## src/rtl/oled_spi_receiver.sv

```systemverilog
`timescale 1ns / 1ps
`default_nettype none
// ============================================================================
// Module  : oled_spi_receiver
// Purpose : Display-side receiver for a 4-wire write-only SPI display link.
//           The link is oversampled on clk_i, MSB-first bytes are deserialised
//           and tagged as command (DnC = 0) or data (DnC = 1), then buffered
//           and presented on a valid/ready stream.
// Revision: 1.0 - initial release
//
// Build option:
//   OLED_RX_FIFO_EN  defined   -> FIFO_DEPTH-entry circular byte buffer
//                    undefined -> single holding register (FIFO_DEPTH ignored)
//
// Parameters:
//   SYNC_STAGES  synchroniser flops per link input (>= 2)
//   FIFO_DEPTH   buffer entries, power of 2, >= 2 (FIFO build only)
//
// Ports:
//   clk_i              system clock, rising edge
//   rst_i              asynchronous active-high reset
//   sclk_i             link serial clock (asynchronous)
//   ncs_i              link chip select, active low (asynchronous)
//   dnc_i              link data/not-command flag (asynchronous)
//   sdin_i             link serial data, MSB first (asynchronous)
//   rx_data_o   [7:0]  byte at the head of the buffer
//   rx_dnc_o           DnC captured with that byte
//   rx_valid_o         head entry valid
//   rx_ready_i         consumer accepts head when rx_valid_o && rx_ready_i
//   overflow_o         sticky: a byte was dropped because the buffer was full
//   clear_overflow_i   synchronous clear of overflow_o (a same-cycle set wins)
//   frame_abort_o      one-cycle pulse: nCS rose with a partial byte pending
// ============================================================================
module oled_spi_receiver #(
  parameter int unsigned SYNC_STAGES = 2,
  parameter int unsigned FIFO_DEPTH  = 4
) (
  input  logic       clk_i,
  input  logic       rst_i,
  input  logic       sclk_i,
  input  logic       ncs_i,
  input  logic       dnc_i,
  input  logic       sdin_i,
  output logic [7:0] rx_data_o,
  output logic       rx_dnc_o,
  output logic       rx_valid_o,
  input  logic       rx_ready_i,
  output logic       overflow_o,
  input  logic       clear_overflow_i,
  output logic       frame_abort_o
);

  // --------------------------------------------------------------------------
  // Input synchronisers, reset to the idle link state
  // --------------------------------------------------------------------------
  logic [SYNC_STAGES-1:0] sclk_sync_q;
  logic [SYNC_STAGES-1:0] ncs_sync_q;
  logic [SYNC_STAGES-1:0] dnc_sync_q;
  logic [SYNC_STAGES-1:0] sdin_sync_q;

  always_ff @(posedge clk_i or posedge rst_i) begin
    if (rst_i) begin
      sclk_sync_q <= '0;
      ncs_sync_q  <= '1;
      dnc_sync_q  <= '0;
      sdin_sync_q <= '0;
    end else begin
      sclk_sync_q <= {sclk_sync_q[SYNC_STAGES-2:0], sclk_i};
      ncs_sync_q  <= {ncs_sync_q[SYNC_STAGES-2:0], ncs_i};
      dnc_sync_q  <= {dnc_sync_q[SYNC_STAGES-2:0], dnc_i};
      sdin_sync_q <= {sdin_sync_q[SYNC_STAGES-2:0], sdin_i};
    end
  end

  logic w_sclk_s;
  logic w_ncs_s;
  assign w_sclk_s = sclk_sync_q[SYNC_STAGES-1];
  assign w_ncs_s  = ncs_sync_q[SYNC_STAGES-1];

  // --------------------------------------------------------------------------
  // Edge detection. The qualified SCLK rise is registered together with the
  // SDIN/DnC values seen in the same cycle, so data is taken from the same
  // clk_i sample that first saw SCLK high.
  // --------------------------------------------------------------------------
  logic sclk_dly_q;
  logic ncs_dly_q;
  logic rise_q;
  logic ncs_rise_q;
  logic bit_q;
  logic dnc_q;

  always_ff @(posedge clk_i or posedge rst_i) begin
    if (rst_i) begin
      sclk_dly_q <= 1'b0;
      ncs_dly_q  <= 1'b1;
      rise_q     <= 1'b0;
      ncs_rise_q <= 1'b0;
      bit_q      <= 1'b0;
      dnc_q      <= 1'b0;
    end else begin
      sclk_dly_q <= w_sclk_s;
      ncs_dly_q  <= w_ncs_s;
      rise_q     <= w_sclk_s & ~sclk_dly_q & ~w_ncs_s;
      ncs_rise_q <= w_ncs_s & ~ncs_dly_q;
      bit_q      <= sdin_sync_q[SYNC_STAGES-1];
      dnc_q      <= dnc_sync_q[SYNC_STAGES-1];
    end
  end

  // --------------------------------------------------------------------------
  // Deserialiser. Only the 7 older bits are stored; the 8th bit is appended
  // directly when the completed byte is handed to the buffer stage.
  // --------------------------------------------------------------------------
  logic [2:0] cnt_q,       cnt_d;
  logic [6:0] shift_q,     shift_d;
  logic       push_q,      push_d;
  logic [8:0] push_data_q, push_data_d;
  logic       abort_q,     abort_d;

  always_comb begin
    cnt_d       = cnt_q;
    shift_d     = shift_q;
    push_d      = 1'b0;
    push_data_d = push_data_q;
    abort_d     = 1'b0;
    if (ncs_rise_q) begin
      abort_d = (cnt_q != 3'd0);
      cnt_d   = 3'd0;
    end else if (rise_q) begin
      shift_d = {shift_q[5:0], bit_q};
      cnt_d   = cnt_q + 3'd1;          // wraps to 0 after the 8th bit
      if (cnt_q == 3'd7) begin
        push_d      = 1'b1;
        push_data_d = {dnc_q, shift_q, bit_q};
      end
    end
  end

  always_ff @(posedge clk_i or posedge rst_i) begin
    if (rst_i) begin
      cnt_q       <= 3'd0;
      shift_q     <= 7'd0;
      push_q      <= 1'b0;
      push_data_q <= 9'd0;
      abort_q     <= 1'b0;
    end else begin
      cnt_q       <= cnt_d;
      shift_q     <= shift_d;
      push_q      <= push_d;
      push_data_q <= push_data_d;
      abort_q     <= abort_d;
    end
  end

  assign frame_abort_o = abort_q;

  // --------------------------------------------------------------------------
  // Byte buffer
  // --------------------------------------------------------------------------
  logic w_pop;
  logic w_drop;

`ifdef OLED_RX_FIFO_EN
  localparam int unsigned PTR_W = $clog2(FIFO_DEPTH);

  logic [8:0]       mem_q [FIFO_DEPTH];
  logic [PTR_W-1:0] wr_ptr_q, wr_ptr_d;
  logic [PTR_W-1:0] rd_ptr_q, rd_ptr_d;
  logic [PTR_W:0]   count_q,  count_d;
  logic             w_full;
  logic             w_wr;

  assign w_full = (count_q == (PTR_W + 1)'(FIFO_DEPTH));
  assign w_pop  = rx_valid_o & rx_ready_i;
  // When full, a simultaneous pop frees the slot the write lands in.
  assign w_wr   = push_q & (~w_full | w_pop);
  assign w_drop = push_q & w_full & ~w_pop;

  always_comb begin
    wr_ptr_d = wr_ptr_q;
    rd_ptr_d = rd_ptr_q;
    count_d  = count_q;
    if (w_wr)  wr_ptr_d = wr_ptr_q + PTR_W'(1);
    if (w_pop) rd_ptr_d = rd_ptr_q + PTR_W'(1);
    if (w_wr && !w_pop)      count_d = count_q + (PTR_W + 1)'(1);
    else if (!w_wr && w_pop) count_d = count_q - (PTR_W + 1)'(1);
  end

  always_ff @(posedge clk_i or posedge rst_i) begin
    if (rst_i) begin
      for (int i = 0; i < int'(FIFO_DEPTH); i++) mem_q[i] <= 9'd0;
      wr_ptr_q <= '0;
      rd_ptr_q <= '0;
      count_q  <= '0;
    end else begin
      if (w_wr) mem_q[wr_ptr_q] <= push_data_q;
      wr_ptr_q <= wr_ptr_d;
      rd_ptr_q <= rd_ptr_d;
      count_q  <= count_d;
    end
  end

  assign rx_valid_o = (count_q != '0);
  assign {rx_dnc_o, rx_data_o} = mem_q[rd_ptr_q];
`else
  logic [8:0] hold_q,  hold_d;
  logic       valid_q, valid_d;
  logic       w_wr;

  // FIFO_DEPTH has no effect in the single-register build.
  if (FIFO_DEPTH < 2) begin : g_depth_unused
  end

  assign w_pop  = valid_q & rx_ready_i;
  // A byte completing alongside a pop replaces the popped entry.
  assign w_wr   = push_q & (~valid_q | w_pop);
  assign w_drop = push_q & valid_q & ~w_pop;

  always_comb begin
    hold_d  = hold_q;
    valid_d = valid_q;
    if (w_wr) begin
      hold_d  = push_data_q;
      valid_d = 1'b1;
    end else if (w_pop) begin
      valid_d = 1'b0;
    end
  end

  always_ff @(posedge clk_i or posedge rst_i) begin
    if (rst_i) begin
      hold_q  <= 9'd0;
      valid_q <= 1'b0;
    end else begin
      hold_q  <= hold_d;
      valid_q <= valid_d;
    end
  end

  assign rx_valid_o = valid_q;
  assign {rx_dnc_o, rx_data_o} = hold_q;
`endif

  // --------------------------------------------------------------------------
  // Sticky overflow; a drop in the same cycle as a clear keeps it set.
  // --------------------------------------------------------------------------
  logic overflow_q, overflow_d;

  always_comb begin
    overflow_d = w_drop | (overflow_q & ~clear_overflow_i);
  end

  always_ff @(posedge clk_i or posedge rst_i) begin
    if (rst_i) overflow_q <= 1'b0;
    else       overflow_q <= overflow_d;
  end

  assign overflow_o = overflow_q;

endmodule
`default_nettype wire

```

## config.mk

```make
export PLATFORM = sky130hd
export DESIGN_NAME = oled_spi_receiver
export DESIGN_NICKNAME = d
export VERILOG_FILES = /design/src/rtl/oled_spi_receiver.sv
export SDC_FILE = /design/constraint.sdc
export NUM_CORES = 1
export LEC_CHECK = 0
export ABC_AREA = 1
export CAP_MARGIN = 10
export CORE_ASPECT_RATIO = 1.25
export CORE_MARGIN = 1
export CORE_UTILIZATION = 41
export CTS_BUF_LIST = sky130_fd_sc_hd__clkbuf_2
export DETAILED_ROUTE_END_ITERATION = 8
export MAX_ROUTING_LAYER = met4
export PLACE_DENSITY_LB_ADDON = 0.3
export SYNTH_ARGS = -nofsm -noshare
export SYNTH_HDL_FRONTEND = slang
export SYNTH_SLANG_ARGS = --single-unit
```

## constraint.sdc

```tcl
create_clock -name clk_i -period 2.25 [get_ports clk_i]
set_clock_uncertainty 0.1 [all_clocks]
set_input_delay 0.45 -clock clk_i [delete_from_list [all_inputs] [get_ports clk_i]]
set_output_delay 0.45 -clock clk_i [all_outputs]
set_load 0.01 [all_outputs]
```

* After elaboration in Yosys (flattened, before gate mapping)
Cells that the tools add are included.
** Word-level totals
- Bits in registers :: 46
- Bits of input ports :: 8
- Output and inout bits :: 12
- Word-level logic and storage cells :: 50
** Cells by class
- Add/subtract/negate cells :: 1
- Equality and inequality tests :: 1
- Muxes and demuxes :: 8
- Bitwise logic cells :: 17
- Reductions and logical operators :: 5
** Operators with widths (count)
- $and A1 B1 Y1 :: 8
- $not A1 Y1 :: 7
- $mux W1 :: 6
- $mux W3 :: 2
- $reduce_bool A2 Y1 :: 2
- $add A3 B1 Y3 const B :: 1
- $eq A3 B3 Y1 const B :: 1
- $reduce_and A3 Y1 :: 1
- $reduce_bool A3 Y1 :: 1
- $or A1 B1 Y1 :: 2
- $reduce_and A2 Y1 :: 1

* Depth between registers and ports, before layout
- Word-level depth :: 4
- Depth in mapped cells :: 6
- Mapped depth without buffers :: 6

* Least setup slack after synthesis
No wires, ideal clock.
- Path type :: register to register
- Start :: register cnt_q[0]
- End :: register push_data_q[1]
- Library setup time :: 116 ps
- Data arrival time :: 1026 ps
- Data required time :: 2034 ps
- Setup slack :: 1008 ps
- Cell stages (with the launch flop) :: 7
- Path buffers :: 0
- Period minus slack after synthesis :: 1242 ps
- Cell sequence :: dfrtp_1 > ha_1 > ha_1 > nand2_1 > nor2_4 > nand2_1 > nand2_1
** On the way
- Longest elaborated chain between the ends :: 2
** Ends and longest elaborated chain
- from (decl) :: RTL line 114 : logic [2:0] cnt_q, cnt_d;
- from (signal assigned) :: RTL line 147 : cnt_q <= cnt_d;
- $eq A3 B3 Y1 :: RTL line 132 : if (cnt_q == 3'd7) begin
- $reduce_and A3 Y1 (no source line)
- to (signal assigned) :: RTL line 150 : push_data_q <= push_data_d;
- to (decl) :: RTL line 117 : logic [8:0] push_data_q, push_data_d;
Every way passes these cells.
A chain may end at the register's enable or synchronous reset.

* Final worst setup path
- Start :: register hold_q[7]
- End :: output port rx_data_o[7]
** RTL lines
- from (decl) :: RTL line 206 : logic [8:0] hold_q, hold_d;
- from (signal assigned) :: RTL line 235 : hold_q <= hold_d;
- to (decl) :: RTL line 44 : output logic [7:0] rx_data_o,
No word-level cell between the ends.

==> impl_metrics.py <==
metrics = {
    "clocking": {
        "clk_pin_slew_ns": 0.20,
        "cts_resized": 0,
        "cts_tree": "built",
        "htreeDepth": 2,
        "cts_root_buf": "clkbuf_2",
        "post-cts-setup-buffer-count": 0,
        "cts_hold_buf": 0,
        "clk_latency_ns": 0.39,
        "cts_inserted_buffers": 5,
        "clockBufferDepth": 2,
        "clock_sinks": 46,
    },
    "timing": {
        "max_slew.worst_pin.slew_ns": 0.5575,
        "setup-tns-final_ns": 0,
        "final-setup-viol-count": 0,
        "hold_viol": 0,
        "period_share_pct": 83.07,
        "clock.fmax_ghz": 0.5350,
        "relSlewSlack_pct": 62.83,
        "timing.hold.ws_ns": 0.2744,
        "grt_setup_unrepaired": "no",
        "period_minus_slack_ns": 1.869,
        "drv_slew": 0,
        "setup_slack_ns": 0.3809,
    },
    "die": {
        "io_pins": 20,
        "core_area_sq_um": 3816,
        "die_h_um": 72.94,
        "rows": 25,
        "die_area_sq_um": 4285,
        "start_util_pct": 43.25,
        "chipWidth_um": 58.75,
    },
    "placed_design": {
        "hpwl_um": 1624,
        "place_congestion": 0.7232,
        "dp_cells": 229,
        "place_area_sq_um": 1901,
        "dp_slack_ns": 0.6622,
        "numPortBuffers": 19,
    },
    "power_and_ir_drop": {
        "internal_power_mw": 0.9714,
        "p_switching_mw": 0.3085,
        "power_density_nw_per_um2": 660.8,
        "p_leak_nw": 1.001,
        "ir_drop_v": 0.0003666,
        "pwr-share-comb_pct": 5.7,
        "pwr-share-clk_pct": 23.7,
        "switching_share_pct": 24.11,
        "pwr-share-seq_pct": 70.6,
    },
    "logic_synthesis": {
        "synth_nets": 169,
        "seq_area_frac_synth_pct": 69.98,
        "synth-main-ff-cell": "dfrtp_1",
        "ys_types": 14,
        "avgSynthCellArea_sq_um": 10.45,
        "synth_top_cell_by_area": "dfrtp_1",
        "yosysWarningCount": 0,
        "yosys-top-cells-area": "dfrtp_1, nand2_1, nand3_1",
        "syn-instance-count": 158,
        "async_flop_share_pct": 100.0,
        "synth-edff-count": 0,
        "yosysTopAreaCellShare_pct": 65.20,
        "yosysMostFrequentCell": "nand2_1",
        "ys_ff_latch": 46,
        "synthTopCellsByCount": "nand2_1, dfrtp_1, nand3_1",
        "synth_area_sq_um": 1650,
    },
    "global_route": {
        "grt_use_total_pct": 14.29,
        "grt_pass1_vias": 1046,
        "grt_pass1_wl_um": 4360,
        "grt_max_degree": 47,
        "antenna_found_initial": 0,
        "grt_overflow": 0,
    },
    "critical_path": {
        "worst-setup-path-type": "register to output pin",
        "crit_chain": "clkdlybuf4s50_1",
        "required_ns": 1.70,
        "crit_path_top_delay_cell": "clkdlybuf4s50_1",
        "cp_num_buf_inv": 1,
        "cp_max_fo": 2,
        "max_stage_delay_ns": 0.53,
        "cp_top_family": "buffers and inverters",
        "crit_path_start_kind": "register",
        "crit_path_end_kind": "output pin",
        "cp_data_arrival_time_ns": 1.32,
    },
    "worst_hold_path": {
        "worstHoldPathType": "register to register",
    },
    "drt": {
        "routed_wl_um": 2414,
        "firstDrtPassIters": 4,
        "wl_per_cell_um": 10.19,
        "drt-initial-drc-count": 32,
        "via_per_inst": 4.447,
        "drc_errors": 0,
        "vias": 1054,
        "final_antenna_net_count": 0,
    },
    "finish": {
        "fin_area_sq_um": 1937,
        "finalNonFillerCells": 237,
        "fin_nets": 193,
        "area_delta_synth_final_pct": 17.36,
        "drive_gt1_share_pct": 6.557,
        "antenna_cells": 0,
    },
    "status": {
        "status": "complete, no violations",
    },
    "run": {
        "maxCapViolCount": 0,
    },
}
## metrics by stage
stage	util (%)	power, mW
after CTS	50.75	1.303
after detailed placement	49.80	0.9951
after global routing	50.75	1.349
final	50.75	1.280
after global placement	49.80	0.9894
after floorplan	-	0.9622
## metal layers
| layer | share of wire, % | GRT usage [%] | vias up |
|---|---|---|---|
| met2 | 50 | 23.23 | 30 |
| met3 | 5.5 | 5.319 | 4 |
| met5 | 0 | - | - |
| met4 | 1.4 | 6.878 | 0 |
| met1 | 43 | 15.19 | 484 |
| li1 | - | - | 536 |
## worst register-to-register path: cells and delay by family, from the launching register on
kind            cells  cell delay [ns]
simple gates        1             0.27
buf+inv             1             0.29
flops               1             0.46
compound gates      1             0.22
## logic make-up after synthesis
family | after synthesis | share of synthesized area [%]
adder cells (fa/ha/maj) | 3 | 2.275
AO/OA/AOI/OAI | 3 | 0.9853
flip-flops | 46 | 69.98
buffers and inverters | 13 | 3.411
AND/OR/NAND/NOR | 93 | 23.35
## layout by cell type, fill, tap and decap left out, drive strengths merged
cell           instances
clkinv                 4
nand2                 70
clkdlybuf4s50         19
dfrtp                 43
ha                     3
dfstp                  3
nand3                 19
o21ai                  1
o22ai                  1
a21oi                  1
nor2                   4
inv                    8
clkbuf                 5
buf                    2
## power by group through the flow
stage / clock network (mW) / logic, mW / registers (mW)
floorplan: 0 / 0.0501 / 0.912
global placement: 0 / 0.0714 / 0.918
detailed placement: 0 / 0.0750 / 0.920
CTS: 0.323 / 0.0752 / 0.905
global route: 0.350 / 0.0862 / 0.913
finish: 0.303 / 0.0728 / 0.904
## layout make-up
type | count | area, sq um
well taps | 54 | 67.56
clock inverters | 3 | 11.26
fillers | 380 | 1879
clock buffers | 5 | 25.02
flip-flops and latches | 46 | 1155
repair buffers | 21 | 205.2
multi-input cells | 99 | 439.2
inverters | 9 | 33.78
## registers in the layout, summed over array words and instances (netlist names), 2 cells and up
signal,flops
ncs_sync_q,2
cnt_q,3
sclk_sync_q,2
shift_q,7
hold_q,9
sdin_sync_q,2
push_data_q,9
dnc_sync_q,2
## path summary, 6_finish.rpt
| kind | startpoint | end | slack, ns | depth (start not counted) |
|---|---|---|---|---|
| worst max register to register | ncs_rise_q$_DFF_PP0_ | cnt_q[0]$_DFFE_PP0P_ | 0.85 | 3 |
| max in group asynchronous | rst_i | ncs_dly_q$_DFF_PP1_ | 1.29 | 3 |
| min in group asynchronous | rst_i | hold_q[2]$_DFFE_PP0P_ | 0.37 | 3 |
| worst max-delay path | hold_q[7]$_DFFE_PP0P_ | rx_data_o[7] | 0.38 | 1 |
| worst min-delay path | ncs_sync_q[0]$_DFF_PP1_ | ncs_sync_q[1]$_DFF_PP1_ | 0.27 | 0 |
| worst min register to register | ncs_sync_q[0]$_DFF_PP1_ | ncs_sync_q[1]$_DFF_PP1_ | 0.27 | 0 |
(Power assumes the default switching activity.)
